===== src/rtl/vga_frame_monitor_pkg.sv =====
// Shared constants, types and helpers for the VGA frame timing monitor.
package vga_frame_monitor_pkg;

  localparam int CNT_W = 16;

  localparam logic [5:0] ADDR_CTRL      = 6'h00;
  localparam logic [5:0] ADDR_STATUS    = 6'h04;
  localparam logic [5:0] ADDR_H_TOTAL   = 6'h08;
  localparam logic [5:0] ADDR_H_SYNC    = 6'h0C;
  localparam logic [5:0] ADDR_V_TOTAL   = 6'h10;
  localparam logic [5:0] ADDR_V_SYNC    = 6'h14;
  localparam logic [5:0] ADDR_CHECKSUM  = 6'h18;
  localparam logic [5:0] ADDR_FRAME_CNT = 6'h1C;

  localparam int CTRL_EN     = 0;
  localparam int CTRL_POL    = 1;
  localparam int CTRL_IRQ_EN = 2;

  localparam int ST_FRAME_DONE = 0;
  localparam int ST_LOCKED     = 1;
  localparam int ST_OVF        = 2;

  typedef enum logic [1:0] {
    IDLE    = 2'd0,
    WAIT_VS = 2'd1,
    MEASURE = 2'd2
  } state_t;

  // One frame's worth of measurements; used for both working and latched copies.
  typedef struct packed {
    logic [CNT_W-1:0] h_total;
    logic [CNT_W-1:0] h_sync;
    logic [CNT_W-1:0] v_total;
    logic [CNT_W-1:0] v_sync;
    logic [31:0]      checksum;
  } frame_res_t;

  function automatic logic [CNT_W-1:0] sat_inc(input logic [CNT_W-1:0] v);
    return (&v) ? v : v + 1'b1;
  endfunction

endpackage


===== src/rtl/vga_frame_monitor_if.sv =====
// Register bus between a host and the frame monitor.
interface vga_frame_monitor_if;
  logic [5:0]  address;
  logic [31:0] data_in;
  logic [1:0]  data_write_n;
  logic [1:0]  data_read_n;
  logic [31:0] data_out;
  logic        data_ready;

  modport master (
    output address, data_in, data_write_n, data_read_n,
    input  data_out, data_ready
  );

  modport slave (
    input  address, data_in, data_write_n, data_read_n,
    output data_out, data_ready
  );
endinterface


===== src/rtl/vga_sync_edge.sv =====
// Polarity-normalizes one sync line and flags its leading (inactive->active) edge.
module vga_sync_edge (
  input  logic clk,
  input  logic rst_n,
  input  logic sync,
  input  logic pol,
  output logic active,
  output logic lead
);
  logic prev;

  assign active = sync ~^ pol;
  assign lead   = active & ~prev;

  always_ff @(posedge clk) begin
    if (!rst_n) prev <= 1'b0;
    else        prev <= active;
  end
endmodule


===== src/rtl/vga_frame_monitor.sv =====
// Measures VGA sync timing and a pixel checksum per frame, exposed over a register bus.
module vga_frame_monitor
  import vga_frame_monitor_pkg::*;
(
  input  logic                clk,
  input  logic                rst_n,
  input  logic [7:0]          ui_in,
  output logic [7:0]          uo_out,
  vga_frame_monitor_if.slave  bus,
  output logic                user_interrupt
);

  logic [7:0]       ui_q;
  logic [1:0]       act, lead;
  logic             hs_act, hs_lead, vs_act, vs_lead;
  logic [2:0]       ctrl;
  logic             frame_done, locked, ovf;
  logic             have_prev;
  logic [CNT_W-1:0] frame_cnt;
  logic [CNT_W-1:0] h_cnt;
  frame_res_t       wrk, res;
  state_t           state, state_nxt;
  logic             wr, wr_status, meas, latch, ovf_hit;
  logic             unused;

  assign uo_out         = '0;
  assign bus.data_ready = 1'b1;
  assign unused         = &{1'b0, bus.data_read_n, bus.data_in[31:3]};

  always_ff @(posedge clk) begin
    if (!rst_n) ui_q <= '0;
    else        ui_q <= ui_in;
  end

  // index 0 = hsync (bit 6), index 1 = vsync (bit 7)
  for (genvar i = 0; i < 2; i++) begin : g_sync
    vga_sync_edge u_edge (
      .clk    (clk),
      .rst_n  (rst_n),
      .sync   (ui_q[6+i]),
      .pol    (ctrl[CTRL_POL]),
      .active (act[i]),
      .lead   (lead[i])
    );
  end

  assign hs_act  = act[0];
  assign hs_lead = lead[0];
  assign vs_act  = act[1];
  assign vs_lead = lead[1];

  always_ff @(posedge clk) begin
    if (!rst_n) state <= IDLE;
    else        state <= state_nxt;
  end

  always_comb begin
    state_nxt = state;
    if (!ctrl[CTRL_EN]) begin
      state_nxt = IDLE;
    end else begin
      case (state)
        IDLE:    state_nxt = WAIT_VS;
        WAIT_VS: if (vs_lead) state_nxt = MEASURE;
        MEASURE: state_nxt = MEASURE;
        default: state_nxt = IDLE;
      endcase
    end
  end

  assign meas  = (state == MEASURE) && ctrl[CTRL_EN];
  assign latch = meas && vs_lead;

  // A counter already at full scale that would step again this cycle.
  assign ovf_hit = meas && !vs_lead &&
                   (hs_lead ? ((&wrk.v_total) || (vs_act && (&wrk.v_sync)))
                            : ((&h_cnt) || (hs_act && (&wrk.h_sync))));

  // Working counters live only while measuring; a vsync edge starts a fresh frame.
  always_ff @(posedge clk) begin
    if (!rst_n || !meas || vs_lead) begin
      h_cnt <= '0;
      wrk   <= '0;
    end else begin
      if (hs_lead) begin
        wrk.h_total <= h_cnt;
        h_cnt       <= CNT_W'(1);
        wrk.h_sync  <= CNT_W'(1);
        wrk.v_total <= sat_inc(wrk.v_total);
        if (vs_act) wrk.v_sync <= sat_inc(wrk.v_sync);
      end else begin
        h_cnt <= sat_inc(h_cnt);
        if (hs_act) wrk.h_sync <= sat_inc(wrk.h_sync);
      end
      if (!hs_act && !vs_act)
        wrk.checksum <= {wrk.checksum[30:0], wrk.checksum[31]} ^ {26'b0, ui_q[5:0]};
    end
  end

  assign wr        = (bus.data_write_n != 2'b11);
  assign wr_status = wr && (bus.address == ADDR_STATUS);

  // Sticky bits: the software clear comes first so a same-cycle set wins.
  always_ff @(posedge clk) begin
    if (!rst_n) begin
      ctrl       <= '0;
      frame_done <= 1'b0;
      locked     <= 1'b0;
      ovf        <= 1'b0;
      have_prev  <= 1'b0;
      frame_cnt  <= '0;
      res        <= '0;
    end else begin
      if (wr && (bus.address == ADDR_CTRL)) ctrl <= bus.data_in[2:0];
      if (wr_status && bus.data_in[ST_FRAME_DONE]) frame_done <= 1'b0;
      if (wr_status && bus.data_in[ST_OVF])        ovf        <= 1'b0;
      if (ovf_hit) ovf <= 1'b1;
      if (latch) begin
        res        <= wrk;
        frame_cnt  <= frame_cnt + 1'b1;
        frame_done <= 1'b1;
        have_prev  <= 1'b1;
        locked     <= have_prev && (wrk.h_total == res.h_total) &&
                      (wrk.v_total == res.v_total);
      end else if ((state == MEASURE) && (state_nxt != MEASURE)) begin
        locked <= 1'b0;
      end
    end
  end

  always_comb begin
    bus.data_out = '0;
    case (bus.address)
      ADDR_CTRL:      bus.data_out = {29'b0, ctrl};
      ADDR_STATUS:    bus.data_out = {29'b0, ovf, locked, frame_done};
      ADDR_H_TOTAL:   bus.data_out = {16'b0, res.h_total};
      ADDR_H_SYNC:    bus.data_out = {16'b0, res.h_sync};
      ADDR_V_TOTAL:   bus.data_out = {16'b0, res.v_total};
      ADDR_V_SYNC:    bus.data_out = {16'b0, res.v_sync};
      ADDR_CHECKSUM:  bus.data_out = res.checksum;
      ADDR_FRAME_CNT: bus.data_out = {16'b0, frame_cnt};
      default:        bus.data_out = '0;
    endcase
  end

  assign user_interrupt = frame_done & ctrl[CTRL_IRQ_EN];

endmodule


===== src/flat_wrapper.sv =====
// flat-port wrapper written by rule: the top's interface ports become plain ports
module vga_frame_monitor_flat import vga_frame_monitor_pkg::*;
  (clk, rst_n, ui_in, uo_out, user_interrupt, bus_address, bus_data_in, bus_data_write_n, bus_data_read_n, bus_data_out, bus_data_ready);
  vga_frame_monitor_if bus_i ();
  input  logic clk;
  input  logic rst_n;
  input  logic [7:0] ui_in;
  output logic [7:0] uo_out;
  output logic user_interrupt;
  input wire logic [$bits(bus_i.address)-1:0] bus_address;
  input wire logic [$bits(bus_i.data_in)-1:0] bus_data_in;
  input wire logic [$bits(bus_i.data_write_n)-1:0] bus_data_write_n;
  input wire logic [$bits(bus_i.data_read_n)-1:0] bus_data_read_n;
  output wire logic [$bits(bus_i.data_out)-1:0] bus_data_out;
  output wire logic [$bits(bus_i.data_ready)-1:0] bus_data_ready;
  assign bus_i.address = bus_address;
  assign bus_i.data_in = bus_data_in;
  assign bus_i.data_write_n = bus_data_write_n;
  assign bus_i.data_read_n = bus_data_read_n;
  assign bus_data_out = bus_i.data_out;
  assign bus_data_ready = bus_i.data_ready;
  vga_frame_monitor u_core (.clk(clk), .rst_n(rst_n), .ui_in(ui_in), .uo_out(uo_out), .bus(bus_i), .user_interrupt(user_interrupt));
endmodule

===== config.mk =====
export PLATFORM = sky130hd
export DESIGN_NAME = vga_frame_monitor_flat
export DESIGN_NICKNAME = d
export VERILOG_FILES = /design/src/rtl/vga_frame_monitor_pkg.sv /design/src/rtl/vga_frame_monitor_if.sv /design/src/rtl/vga_sync_edge.sv /design/src/rtl/vga_frame_monitor.sv /design/src/flat_wrapper.sv
export SDC_FILE = /design/constraint.sdc
export NUM_CORES = 1
export LEC_CHECK = 0
export ABC_CLOCK_PERIOD_IN_PS = 2200
export CORE_ASPECT_RATIO = 2
export CORE_MARGIN = 4
export CORE_UTILIZATION = 55
export CTS_CLUSTER_DIAMETER = 200
export DETAILED_ROUTE_END_ITERATION = 7
export GPL_TIMING_DRIVEN = 0
export MAX_ROUTING_LAYER = met4
export PLACE_DENSITY_LB_ADDON = 0.2
export SYNTH_ARGS = -nofsm -noshare
export SYNTH_HDL_FRONTEND = slang
export SYNTH_SLANG_ARGS = --single-unit

===== constraint.sdc =====
create_clock -name clk -period 2.2 [get_ports clk]
set_input_delay 0.22 -clock clk [delete_from_list [all_inputs] [get_ports clk]]
set_output_delay 0.22 -clock clk [all_outputs]
set_load 0.005 [all_outputs]

==> results.md <==
Timing:
- The final-report max-slew violation count is 0.
- The tightest slew margin relative to the limit is 50.4%.
- In the post-route analysis, the smallest setup slack over all paths is -24.7 ps.
- The smallest clock period supported by the final layout is computed as 2220 ps.
- Setup repair after global routing could not meet its margin everywhere.
- Clock skew on the completed layout was measured at 9.13 ps.
- For the pin with the worst max-slew slack, the measured transition is 744 ps.
- The count of endpoints failing setup in the final report is 1.
- The total count of hold-check failures in the final report is 0.
- Derived from the worst setup path, the maximum achievable clock frequency is 0.450 GHz.
- The fraction of the cycle the final worst path needs is 101%.

Floorplanning:
- During I/O placement, the number of pins put on the boundary was 94.
- The die is 207 um tall.
- After floorplanning, the core was divided into 72 placement rows.
- The floorplan step defined a die boundary enclosing 0.0222 sq mm.
- The initial cell density of the core is 56.0%.
- After floorplanning, the core was sized to cover 0.0194 sq mm.
- The die boundary width is 107 um.

Detailed routing:
- Using the TritonRoute via totals, the vias-per-cell ratio works out to 5.78.
- The total detailed-routing wirelength is 32.6 mm.
- The pre-antenna-repair detailed-routing pass consisted of 5 iterations.
- The routed layout has 9,731 vias.
- The detail-routed net length per standard cell is 19.4 um.
- For this run, design rule violations remaining after detail routing come to 0.
- The detail route stage leaves a number of antenna-violating nets equal to 0.
- The number of design-rule violations left by the first detailed-router iteration is 698.

Synth:
- In this run, synthesis produced a sequential element count of 243.
- Summing the areas of all and, or, nand and nor instances in the mapped netlist gives 25.6% of the synthesized area.
- Summing the areas of all xor and xnor instances in the mapped netlist gives 7.83% of the synthesized area.
- The adder-cell share of the synthesized area is 0.577%.
- The number of instances in the synthesized netlist is 1,306.
- The number of synthesized flops with an enable pin is 0.
- The number of different library cells in the post-synthesis netlist is 56.
- The post-synth design cell area is 0.0108 sq mm.
- For this run, asynchronously set or reset flops after synthesis account for 0%.
- The post-synthesis average cell area is 8.30 sq um.
- Summing the areas of all compound-gate instances in the mapped netlist gives 16.6% of the synthesized area.
- For this run, the leading register cell type out of synthesis is dfxtp_1.
- The share of synthesized area occupied by flip-flops and latches is 44.9%.
- Yosys printed 0 warnings.
- Of the post-synthesis cell area, the part taken by muxes is 0.854%.
- After synthesis, the largest family of logic cells by area is simple AND/OR/NAND/NOR gates.

Placement:
- The placed standard-cell area is 0.0117 sq mm.
- After legalization and detailed placement, the total HPWL measured 24.1 mm.
- The number of port buffers is 51.
- The congestion estimate from routability-driven global placement came to 1.07.
- The pre-CTS worst setup slack is -1160 ps.

Critical path:
- Counting both buffers and inverters, the worst setup path holds a total of 2.
- On the worst path, the slowest cell contributes a delay of 470 ps.
- The data required time at the worst endpoint is 1980 ps.
- Walking the worst path, the cells encountered are buf_8, mux2_4, a222oi_1, nand3_1, buf_2.
- The critical path launch point type is a register.
- The maximum fanout along the worst path is 6.
- The worst setup path is captured at an output port.
- Data on the critical path arrives at its endpoint at 2000 ps.
- The critical path class is reg -> out.
- The largest individual stage delay along the critical path comes from the cell a222oi_1.
- Broken down by cell family, the worst path's largest delay share belongs to compound AO/OA/AOI/OAI gates.

Job:
- The number of maximum-capacitance violations is 0.

GRT:
- Entering global routing, the biggest net connects 16 pins.
- The via count of the first global-routing pass is 9,363.
- The aggregate global routing overflow is 0.
- The wire length of the first global-routing pass is 50.3 mm.
- The global router's overall resource usage is 30.1%.
- The number of antenna violations at the first check in global routing is 0.

Clock tree:
- The clock net in this run drives a total of 243 sinks.
- The master cell of the clock root buffer is clkbuf_16.
- Clock-pin slew was measured on the worst setup and hold paths at 70 ps.
- Clock latency on the worst-skew pair, taken at its later pin, is 500 ps.
- CTS built an H-tree with a depth of 1.
- The clock passes through at most 3 buffers.
- TritonCTS built the clock tree.
- The TritonCTS buffer count is 23.

Power:
- The worst-case IR drop observed on VDD is 0.000677 V.
- For this design the static power due to leakage is 0.00451 uW.
- After layout, the design draws a total of 9000 uW.
- The ratio of total power to cell area is 687 mW/mm^2.

Layout:
- The fill cell instance count of the final layout is 1,636.
- The finished cells cover 0.0131 sq mm.
- Relative to the synthesized area, the layout overhead comes to 20.8%.
- The share of post-route cells with drive strength above 1 is 11.4%.
- After the last flow step, the layout net total stands at 1,466.

Hold path:
- The class of the tightest hold or removal check is in -> reg.

Run status:
- The flow ran to the end, but the final reports show violations.
- The checks that failed: negative setup slack.
[cells in the mapped netlist (all sizes together) (13+ instances only)]
| cell type | n | area [sq um] |
|---|---|---|
| a21oi | 59 | 295 |
| dfxtp | 243 | 4860 |
| nor2 | 70 | 263 |
| xor2 | 39 | 342 |
| o21ai | 18 | 90.1 |
| nor3 | 16 | 80.1 |
| nor4 | 13 | 81.3 |
| a21boi | 101 | 758 |
| xnor2 | 58 | 508 |
| nand3 | 37 | 190 |
| clkbuf | 66 | 250 |
| a22oi | 45 | 338 |
| buf | 19 | 115 |
| nand2 | 332 | 1250 |
| and2 | 45 | 282 |
| nand4 | 27 | 169 |
[cells in the final DEF (no fill, tap or decap), types with 5 or more instances in the layout]
master	Yosys	routed
nand2_1	331	329
dfxtp_1	243	236
a21boi_0	101	101
nor2_1	70	64
a21oi_1	59	59
xnor2_1	58	57
and2_1	45	45
clkbuf_1	64	44
xor2_1	39	37
a22oi_1	45	36
nand3_1	36	34
nand4_1	27	27
buf_4	10	27
clkdlybuf4s50_1	0	27
clkbuf_16	0	25
o21ai_0	18	18
clkbuf_2	2	16
dlygate4sd2_1	0	16
nor3_1	16	15
clkbuf_8	0	10
buf_2	5	10
or3_1	11	10
a22oi_2	0	9
a211oi_1	9	9
and4_1	9	9
and3_1	9	9
conb_1	2	9
nor4_1	13	8
mux2i_1	7	7
nor4b_1	8	6
or4_1	7	6
dfxtp_2	0	6
inv_1	5	5
ha_1	5	5
[worst paths after layout]
check	start	endpoint	slack [ps]	depth (start not counted)
setup reg to reg	u_core.ui_q[6]	u_core.wrk[92]	0	6
hold / removal	ui_in[1]	u_core.ui_q[1]	290	2
hold reg to reg	u_core.res[20]	u_core.res[20]	460	2
setup / recovery	u_core.ctrl[1]	bus_data_out[1]	-20	5
[what timing repair did]
| item | in CTS | in global routing |
|---|---|---|
| pin swaps | 21 | 10 |
| gates resized for setup | 123 | 27 |
| setup endpoints to repair | 186 | 77 |
| buffers inserted | 15 | 8 |
| gates cloned | 1 | 0 |
| hold buffers | 0 | 0 |
[flip-flops by register name, indices dropped and copies added, names as in the netlist]
register                   flops
u_core.have_prev               1
u_core.state                   2
u_core.ui_q                    8
u_core.wrk                    96
u_core.locked                  1
u_core.ctrl                    3
u_core.h_cnt                  16
u_core.res                    96
u_core.frame_done              1
u_core.frame_cnt              16
u_core.g_sync.u_edge.prev      2
u_core.ovf                     1
[worst register-to-register path, delay by kind of cell, from the launching register on]
family | cells | cell delay, ps
flops | 1 | 640
xor+xnor | 1 | 280
simple gates | 2 | 360
buf+inv | 2 | 720
compound gates | 1 | 130
[logic make-up after synthesis]
logic type	count (synthesis)
simple gates	601
compound gates	259
flops	243
xor+xnor	97
buf+inv	90
mux	9
fa+ha+maj	5
other cells	2
[layer usage]
layer  vias up  wire length [um]  global-route usage, %
met5         -                 0                      -
met4         0              2640                   20.6
met3       125              1470                   3.21
met2       323             16600                   51.8
met1      4612             11900                   32.2
li1       4671                 -                      -
[where the power goes]
part | switching [uW] | internal, uW | total (uW) | leakage (uW)
sequential | 17.1 | 4410 | 4420 | 0.00196
combinational | 144 | 111 | 255 | 0.00213
clock | 1670 | 2650 | 4320 | 0.000412
[through the flow]
stage / hold WS (ps) / TNS (ps) / instances / utilization [%]
6_report: 294 / -24.7 / 1684 / 67.7
5_1_grt: 292 / -550 / 1683 / 67.6
4_1_cts: 280 / -15.5 / 1677 / 66.9
3_5_place_dp: 452 / -63530 / 1623 / 60.4
3_3_place_gp: 448 / -61350 / 1623 / 60.4
2_1_floorplan: 347 / 0 / 1313 / -
[final cells by class]
cell class                 count  area, sq um  area share [%]
tap                          259          324            2.47
buffer                        82          474            3.62
clock inverter                 7          139            1.06
sequential                   243         4880            37.2
antenna                        1         2.50          0.0191
timing repair buffer          74          686            5.23
inverter                       5         18.8           0.143
clock buffer                  33          693            5.29
multi-input combinational    980         5890            45.0
No activity file was read; power rests on OpenSTA's default activity.
